--- src/rtl/bac_pkg.sv ---
// Shared definitions for the baccarat round controller: FSM states,
// rule-mode encodings and the natural-hand threshold.
package bac_pkg;

  typedef enum logic [3:0] {
    S_P1,
    S_D1,
    S_P2,
    S_D2,
    S_CHK,
    S_P3,
    S_DCHK,
    S_D3,
    S_RES,
    S_DONE,
    S_CLR
  } state_t;

  localparam logic MODE_STD    = 1'b1;  // full banker third-card table
  localparam logic MODE_SIMPLE = 1'b0;  // banker draws iff dscore <= 5

  localparam logic [3:0] NATURAL_THRESH = 4'd8;

endpackage

--- src/rtl/bac_banker_rule.sv ---
// Banker third-card decision, purely combinational.
// Evaluated once the player's third card is known.
module bac_banker_rule
  import bac_pkg::*;
(
  input  logic [3:0] dscore,
  input  logic [3:0] pcard3,
  input  logic       mode,
  output logic       draw
);

  // Decode the banker draw decision from the banker total and the player's third card.
  always_comb begin
    // NOTE: every output of a combinational block gets a default first, so no path leaves it unassigned and no latch is inferred.
    draw = 1'b0;
    if (mode == MODE_SIMPLE) begin
      draw = (dscore <= 4'd5);
    end else begin
      case (dscore)
        4'd0, 4'd1, 4'd2: draw = 1'b1;
        4'd3:             draw = (pcard3 != 4'd8);
        4'd4:             draw = (pcard3 >= 4'd2) && (pcard3 <= 4'd7);
        4'd5:             draw = (pcard3 >= 4'd4) && (pcard3 <= 4'd7);
        4'd6:             draw = (pcard3 >= 4'd6) && (pcard3 <= 4'd7);
        default:          draw = 1'b0;
      endcase
    end
  end

endmodule

--- src/rtl/bac_round_ctrl.sv ---
// Baccarat round controller: sequences card loads, applies the drawing
// rules, registers the result lights and keeps saturating win/tie tallies.
module bac_round_ctrl
  import bac_pkg::*;
#(
  parameter int CNT_W             = 8,
  parameter bit STD_RULES_DEFAULT = 1'b1
) (
  input  logic             slow_clock,
  input  logic             resetb,
  input  logic [3:0]       dscore,
  input  logic [3:0]       pscore,
  input  logic [3:0]       pcard3,
  input  logic             rule_mode,
  input  logic             next_round,
  output logic             load_pcard1,
  output logic             load_pcard2,
  output logic             load_pcard3,
  output logic             load_dcard1,
  output logic             load_dcard2,
  output logic             load_dcard3,
  output logic             clear_hands,
  output logic             player_win_light,
  output logic             dealer_win_light,
  output logic             round_done,
  output logic [CNT_W-1:0] player_wins,
  output logic [CNT_W-1:0] dealer_wins,
  output logic [CNT_W-1:0] ties
);

  localparam logic [CNT_W-1:0] CNT_MAX = {CNT_W{1'b1}};

  state_t state, state_nxt;
  logic   mode_q;
  logic   banker_draw;
  logic   natural;

  assign natural = (pscore >= NATURAL_THRESH) || (dscore >= NATURAL_THRESH);

  bac_banker_rule u_banker_rule (
    .dscore (dscore),
    .pcard3 (pcard3),
    .mode   (mode_q),
    .draw   (banker_draw)
  );

  // State register; reset returns to P1 even mid-round.
  always_ff @(posedge slow_clock or negedge resetb) begin
    // NOTE: clocked state uses non-blocking assignments so every register samples pre-edge values, independent of statement order.
    if (!resetb) state <= S_P1;
    else         state <= state_nxt;
  end

  // Next-state logic: fixed deal sequence, then natural/draw decisions.
  always_comb begin
    state_nxt = state;
    case (state)
      S_P1:   state_nxt = S_D1;
      S_D1:   state_nxt = S_P2;
      S_P2:   state_nxt = S_D2;
      S_D2:   state_nxt = S_CHK;
      S_CHK: begin
        if (natural)                state_nxt = S_RES;
        else if (pscore <= 4'd5)    state_nxt = S_P3;
        else if (dscore <= 4'd5)    state_nxt = S_D3;
        else                        state_nxt = S_RES;
      end
      S_P3:   state_nxt = S_DCHK;
      S_DCHK: state_nxt = banker_draw ? S_D3 : S_RES;
      S_D3:   state_nxt = S_RES;
      S_RES:  state_nxt = S_DONE;
      S_DONE: state_nxt = next_round ? S_CLR : S_DONE;
      S_CLR:  state_nxt = S_P1;
      default: state_nxt = S_P1;
    endcase
  end

  // Moore strobes and status, decoded straight from the state.
  always_comb begin
    load_pcard1 = (state == S_P1);
    load_dcard1 = (state == S_D1);
    load_pcard2 = (state == S_P2);
    load_dcard2 = (state == S_D2);
    load_pcard3 = (state == S_P3);
    load_dcard3 = (state == S_D3);
    clear_hands = (state == S_CLR);
    round_done  = (state == S_DONE);
  end

  // Rule mode is captured while dealing the first card and frozen for the round.
  always_ff @(posedge slow_clock or negedge resetb) begin
    if (!resetb)              mode_q <= STD_RULES_DEFAULT;
    else if (state == S_P1)   mode_q <= rule_mode;
  end

  // Result lights and saturating tallies, updated once per round in RES.
  always_ff @(posedge slow_clock or negedge resetb) begin
    if (!resetb) begin
      player_win_light <= 1'b0;
      dealer_win_light <= 1'b0;
      player_wins      <= '0;
      dealer_wins      <= '0;
      ties             <= '0;
    end else if (state == S_RES) begin
      if (pscore > dscore) begin
        player_win_light <= 1'b1;
        dealer_win_light <= 1'b0;
        if (player_wins != CNT_MAX) player_wins <= player_wins + 1'b1;
      end else if (pscore < dscore) begin
        player_win_light <= 1'b0;
        dealer_win_light <= 1'b1;
        if (dealer_wins != CNT_MAX) dealer_wins <= dealer_wins + 1'b1;
      end else begin
        player_win_light <= 1'b1;
        dealer_win_light <= 1'b1;
        if (ties != CNT_MAX) ties <= ties + 1'b1;
      end
    end else if (state == S_CLR) begin
      player_win_light <= 1'b0;
      dealer_win_light <= 1'b0;
    end
  end

endmodule

--- config.mk ---
export PLATFORM = sky130hd
export DESIGN_NAME = bac_round_ctrl
export DESIGN_NICKNAME = d
export VERILOG_FILES = /design/src/rtl/bac_pkg.sv /design/src/rtl/bac_banker_rule.sv /design/src/rtl/bac_round_ctrl.sv
export SDC_FILE = /design/constraint.sdc
export NUM_CORES = 1
export LEC_CHECK = 0
export CAP_MARGIN = 20
export CORE_MARGIN = 5
export CORE_UTILIZATION = 40
export DETAILED_ROUTE_END_ITERATION = 6
export PLACE_DENSITY = 0.69
export SYNTH_ARGS = -nofsm -noshare
export SYNTH_HDL_FRONTEND = slang
export SYNTH_SLANG_ARGS = --single-unit
export TNS_END_PERCENT = 10
--- constraint.sdc ---
create_clock -name slow_clock -period 2.2 [get_ports slow_clock]
set_clock_uncertainty 0.15 [all_clocks]
set_input_delay 0.44 -clock slow_clock [delete_from_list [all_inputs] [get_ports slow_clock]]
set_output_delay 0.44 -clock slow_clock [all_outputs]
set_load 0.02 [all_outputs]
# Yosys cells after proc, flatten, opt, wreduce, memory -nomap -nowiden

Index checks and enable logic that the tools add are counted.

Flip-flop bits (word level): 31
Latch bits: 0
RAM bits: 0
ROM bits: 0
Bits of input ports: 16
Word-level logic and storage cells: 67
Memories kept: 0

Add/sub/neg operators: 3
Multiply operators: 0
Div/mod/pow operators: 0
$lt $le $gt $ge: 10
Eq/ne operators: 20
Shift operators: 0
Multiplexer cells: 14
Bitwise gates (word level): 2
Reductions and logical operators: 11

Operators by type and width:

| kind                | count |
|---|---|
| $pmux 4 s10         | 1 |
| $eq 4x3->1 const B  | 7 |
| $add 8x1->8 const B | 3 |
| $ne 8x8->1 const B  | 3 |
| $eq 4x2->1 const B  | 4 |
| $mux 4              | 4 |
| $eq 4x4->1 const B  | 3 |
| $le 4x3->1 const B  | 3 |
| $eq 4x1->1 const B  | 2 |
| $ge 4x3->1 const B  | 2 |
| $ge 4x4->1 const B  | 2 |
| $logic_not 4->1     | 2 |
| $reduce_and 4->1    | 2 |
| $mux 1              | 7 |
| $pmux 1 s5          | 1 |
| $ge 4x2->1 const B  | 1 |
| $gt 4x4->1          | 1 |
| $lt 4x4->1          | 1 |
| $ne 4x4->1 const B  | 1 |
| $logic_and 1x1->1   | 3 |
| $reduce_and 3->1    | 1 |
| $reduce_or 3->1     | 1 |
| $mux 2              | 1 |
| $not 1->1           | 2 |
| other kinds (2)     | 2 |

# Logic depth before layout (Yosys ltp)

Depth after elaboration: 6
Gate-level depth with buffers: 7
Mapped depth without buffers: 7

# Cells and area by module

From an unflattened synthesis, not the netlist that was laid out.

Cells, all modules: 170
Area total of the unflattened synthesis: 1752.9 um^2

Modules (own cells, without submodules):

| module          | instances | cells each | area each (um^2) | seq. area each (um^2) |
|---|---|---|---|---|
| bac_round_ctrl  | 1         | 163        | 1694.1           | 777.0 |
| bac_banker_rule | 1         | 7          | 58.8             | 0.0 |

# Worst setup path before layout

Ideal clock, no wire load.

Kind: in2reg
Start: in dscore[3]
End: reg ties[1]
Library setup time: 125 ps
Arrival time: 1805 ps
Required time: 1925 ps
Path slack: 121 ps
Stages on the path: 7
Cell sequence: inv_1 > ha_1 > o21ai_0 > a21oi_2 > o21ai_2 > nor2_1 > mux2_2

Cells in the longest elaborated chain, start to end: 3
Elaborated cells on any way between the ends: 5
Classes of those cells: order compare (2); bitwise (2); reduce/logical (1)

RTL lines:

| what                                     | RTL line                                     | RTL |
|---|---|---|
| from (decl)                              | bac_round_ctrl.sv:11                         | `input logic [3:0] dscore,` |
| $lt 4x4->1 or $gt 4x4->1 (tied branches) | bac_round_ctrl.sv:109, bac_round_ctrl.sv:105 |  |
| $not 1->1 (no line)                      | --                                           |  |
| $reduce_and 4->1 (no line) *             | --                                           |  |
| to (signal assigned)                     | bac_round_ctrl.sv:116                        | `if (ties != CNT_MAX) ties <= ties + 1'b1;` |
| to (decl)                                | bac_round_ctrl.sv:28                         | `output logic [CNT_W-1:0] ties` |

Every way passes the cells marked *; elsewhere a longest branch is shown, timed or not.
A chain may end at the register's enable or synchronous reset.

# Worst setup path after layout

Start: in pscore[2]
End: reg player_wins[1]

Cells in the longest elaborated chain, start to end: 2

RTL lines:

| what                       | RTL line              | RTL |
|---|---|---|
| from (decl)                | bac_round_ctrl.sv:12  | `input logic [3:0] pscore,` |
| $gt 4x4->1                 | bac_round_ctrl.sv:105 | `if (pscore > dscore) begin` |
| $reduce_and 3->1 (no line) | --                    |  |
| to (signal assigned)       | bac_round_ctrl.sv:108 | `if (player_wins != CNT_MAX) player_wins <= player_wins + 1'b1;` |
| to (decl)                  | bac_round_ctrl.sv:26  | `output logic [CNT_W-1:0] player_wins,` |

No other way between the ends.

==> results.yml <==
grt:
  grt_max_degree: 32
  grt_pass1_vias: 1550
  grt.total_usage: 0.149
  grt_antenna_before_repair: 0
  grt_first_pass_wirelength_um: 7060
  overflow: 0
floorplanning:
  core_sq_um: 4320
  ios: 50
  die_area_sq_um: 5850
  start_util: 0.409
  dieWidth_um: 76.5
  die_h_um: 76.5
  rows: 24
final_layout:
  fin_util: 0.640
  syn_to_final_growth_pct: 56.5
  nets: 281
  layout.cells.non_filler: 311
  insertedDiodeCount: 0
  design_area_sq_um: 2770
  drive_above_1_share: 0.255
detailed_routing:
  ant_nets: 0
  drt-initial-drc-count: 83
  vias: 1570
  first_pass_iters: 4
  avgRoutedWirePerCell_um: 13.2
  via_per_inst: 5.05
  drc: 0
  routed_wl_um: 4100
place:
  gp_congestion: 0.796
  dp.cells: 300
  postPlaceCellArea_sq_um: 2520
  io_buffers: 49
  post-dp-hpwl_um: 3130
setup_path:
  reg2reg_depth: 7
  cp-start-kind: "input pin"
  rr_endpoint: "player_wins[5]"
  path_max_fanout: 7
  required_ns: 2.22
  critPathCaptureType: "flip-flop"
  critPathArrivalTime_ns: 2.15
  r2r_slack_ns: 0.12
  worstReg2RegStart: "state[2]"
  path_class: "input pin to flip-flop"
sta:
  setup_viol: 0
  rsz0062_at_grt: "no"
  hold_violations: 0
  max_slew.worst_pin.slew_ns: 0.404
  max_slew_margin: 0.729
  fmax_ghz: 0.469
  finalCriticalPeriod_ns: 2.13
  whs_ns: 0.343
  fin_crit_sh: 0.968
  fin_setup_tns_ns: 0
  slew_viol_final: 0
logic_synthesis:
  avgSynthCellArea_sq_um: 9.99
  yosys.area_share.simple: 0.230
  ys_seq_elements: 31
  synth-adder-area-share: 0.0495
  synth_top_family_by_area: "simple AND/OR/NAND/NOR gates"
  syn_area_sq_um: 1770
  synthFlopType: "dfrtp_1"
  netlist-cell-type-count: 39
  yosys_warnings: 0
  synth_compound_area_frac: 0.127
  synth-async-reset-ratio: 1.00
  ys_seq_area_frac: 0.439
  synthCells: 177
  synth_mux_area_frac: 0.0255
  synthXorXnorAreaFrac: 0.0991
  syn_nets: 200
  synth_edf_count: 0
pwr:
  pwr_density_cell_nw_per_um2: 878
  ir_worst_vdd_uv: 627
  power.leakage_nw: 1.31
cts:
  clock_path_buffers: 2
  ctsHoldBuffers: 0
  clkTransAtPathRegs_ns: 0.07
  htreeDepth: 2
  root_buffer: "clkbuf_8"
  numCtsBuffers: 5
  clock-sinks: 31
  insertion_delay_ns: 0.29
  cts_tree: "done"
run:
  drv_cap: 0
hold_path:
  hold_end: "ties[6]"
  holdPathStages: 1
  min_path_type: "flip-flop to flip-flop"
  hold_start: "ties[6]"
run_status:
  status: "finished, final reports clean"
## registers in the layout, summed over array words and instances, names as in the netlist
name / count
dealer_wins: 8
mode_q: 1
player_wins: 8
player_win_light: 1
state: 4
dealer_win_light: 1
ties: 8
## per-layer routing
layer / track usage / up-vias / wire, um / share of wire
li1: - / 792 / - / -
met1: 0.185 / 731 / 1790 / 0.44
met2: 0.231 / 41 / 1950 / 0.48
met3: 0.0485 / 6 / 262 / 0.064
met4: 0.0734 / 0 / 98 / 0.024
met5: 0 / - / 0 / 0
## worst max-delay path by stage
stage          startpoint             end  slack [ns]  cells past startpoint
2_1_floorplan   dscore[3]         ties[1]        0.12                      7
4_1_cts         dscore[1]  player_wins[4]       -0.06                     10
6_report        pscore[2]  player_wins[1]        0.07                      7
5_1_grt          state[1]     load_pcard1       0.008                      3
3_5_place_dp    dscore[1]  player_wins[4]       -0.45                     10
3_3_place_gp    dscore[3]         ties[3]       -0.37                      9
## what timing repair did
item | 4_1_cts | 5_1_grt
setup endpoints to repair | 17 | 24
pin swaps | 0 | 6
buffers inserted | 0 | 3
resized for setup | 11 | 25
## worst max-delay path: stages
cell and delay, ns:
clkdlybuf4s50_1 0.52, ha_4 0.23, o21ai_4 0.16, a21oi_4 0.07, buf_6 0.13, o21ai_4 0.24, mux2_2 0.36
## through the flow
| step | setup slack [ns] | power [W] |
|---|---|---|
| after CTS | -0.0649 | 0.00243 |
| after floorplan | 0.121 | 0.00138 |
| after global placement | -0.370 | 0.00186 |
| final | 0.0697 | 0.00243 |
| after detailed placement | -0.447 | 0.00187 |
| after global routing | 0.00800 | 0.00260 |
## where the power goes
part           leakage, nW  total, W  internal, W  switching [W]
sequential           0.408  0.000827     0.000686       0.000141
combinational        0.839   0.00102     0.000514       0.000505
clock               0.0612  0.000583     0.000366       0.000217
## cell type report
| cell class | instances | area (sq um) |
|---|---|---|
| inverters | 10 | 37.5 |
| well taps | 52 | 65.1 |
| clock inverters | 2 | 35.0 |
| clock buffers | 6 | 82.6 |
| flip-flops and latches | 31 | 778 |
| multi-input cells | 132 | 1030 |
| fillers | 364 | 1560 |
| repair buffers | 78 | 736 |
## kinds of logic (layout without fill, tap and decap cells)
logic type,Yosys count,count (layout)
AO/OA/AOI/OAI,29,29
XOR/XNOR,20,20
adder cells (fa/ha/maj),7,7
buffers and inverters,14,96
flip-flops,31,31
multiplexers,4,4
AND/OR/NAND/NOR,72,72
## cell usage after synthesis, drive strengths merged (3+ instances only)
master	number	area [sq um]
nand4	6	37.5
inv	10	37.5
ha	7	87.6
xor2	12	105
nor3	13	91.3
nor2	13	48.8
dfrtp	30	751
nand2b	6	37.5
nand3	12	60.1
mux2	4	45.0
o31ai	3	22.5
clkbuf	4	15.0
nand2	13	48.8
xnor2	8	70.1
a21oi	4	23.8
o21ai	10	68.8
## placed cells by master, fill, tap and decap left out, types with 2 or more instances in the layout
cell             instances
xnor2_1                  8
dlygate4sd2_1            7
o21ai_0                  5
and2_1                   2
nand4_1                  6
nor3_2                   5
nor2_1                  12
clkdlybuf4s50_1         36
o31ai_1                  3
inv_1                    8
nor3_4                   3
nand2b_1                 5
ha_1                     5
dlymetal6s2s_1           5
buf_6                    3
dfrtp_1                 29
nor3_1                   5
o21ai_4                  3
a31oi_1                  2
a21oi_1                  3
a211oi_1                 2
nand2_1                 13
mux2_2                   4
ha_4                     2
inv_2                    2
xor2_1                  12
clkbuf_8                 6
and3_1                   2
nand3_1                 12
buf_4                   25
(Power assumes the default switching activity.)
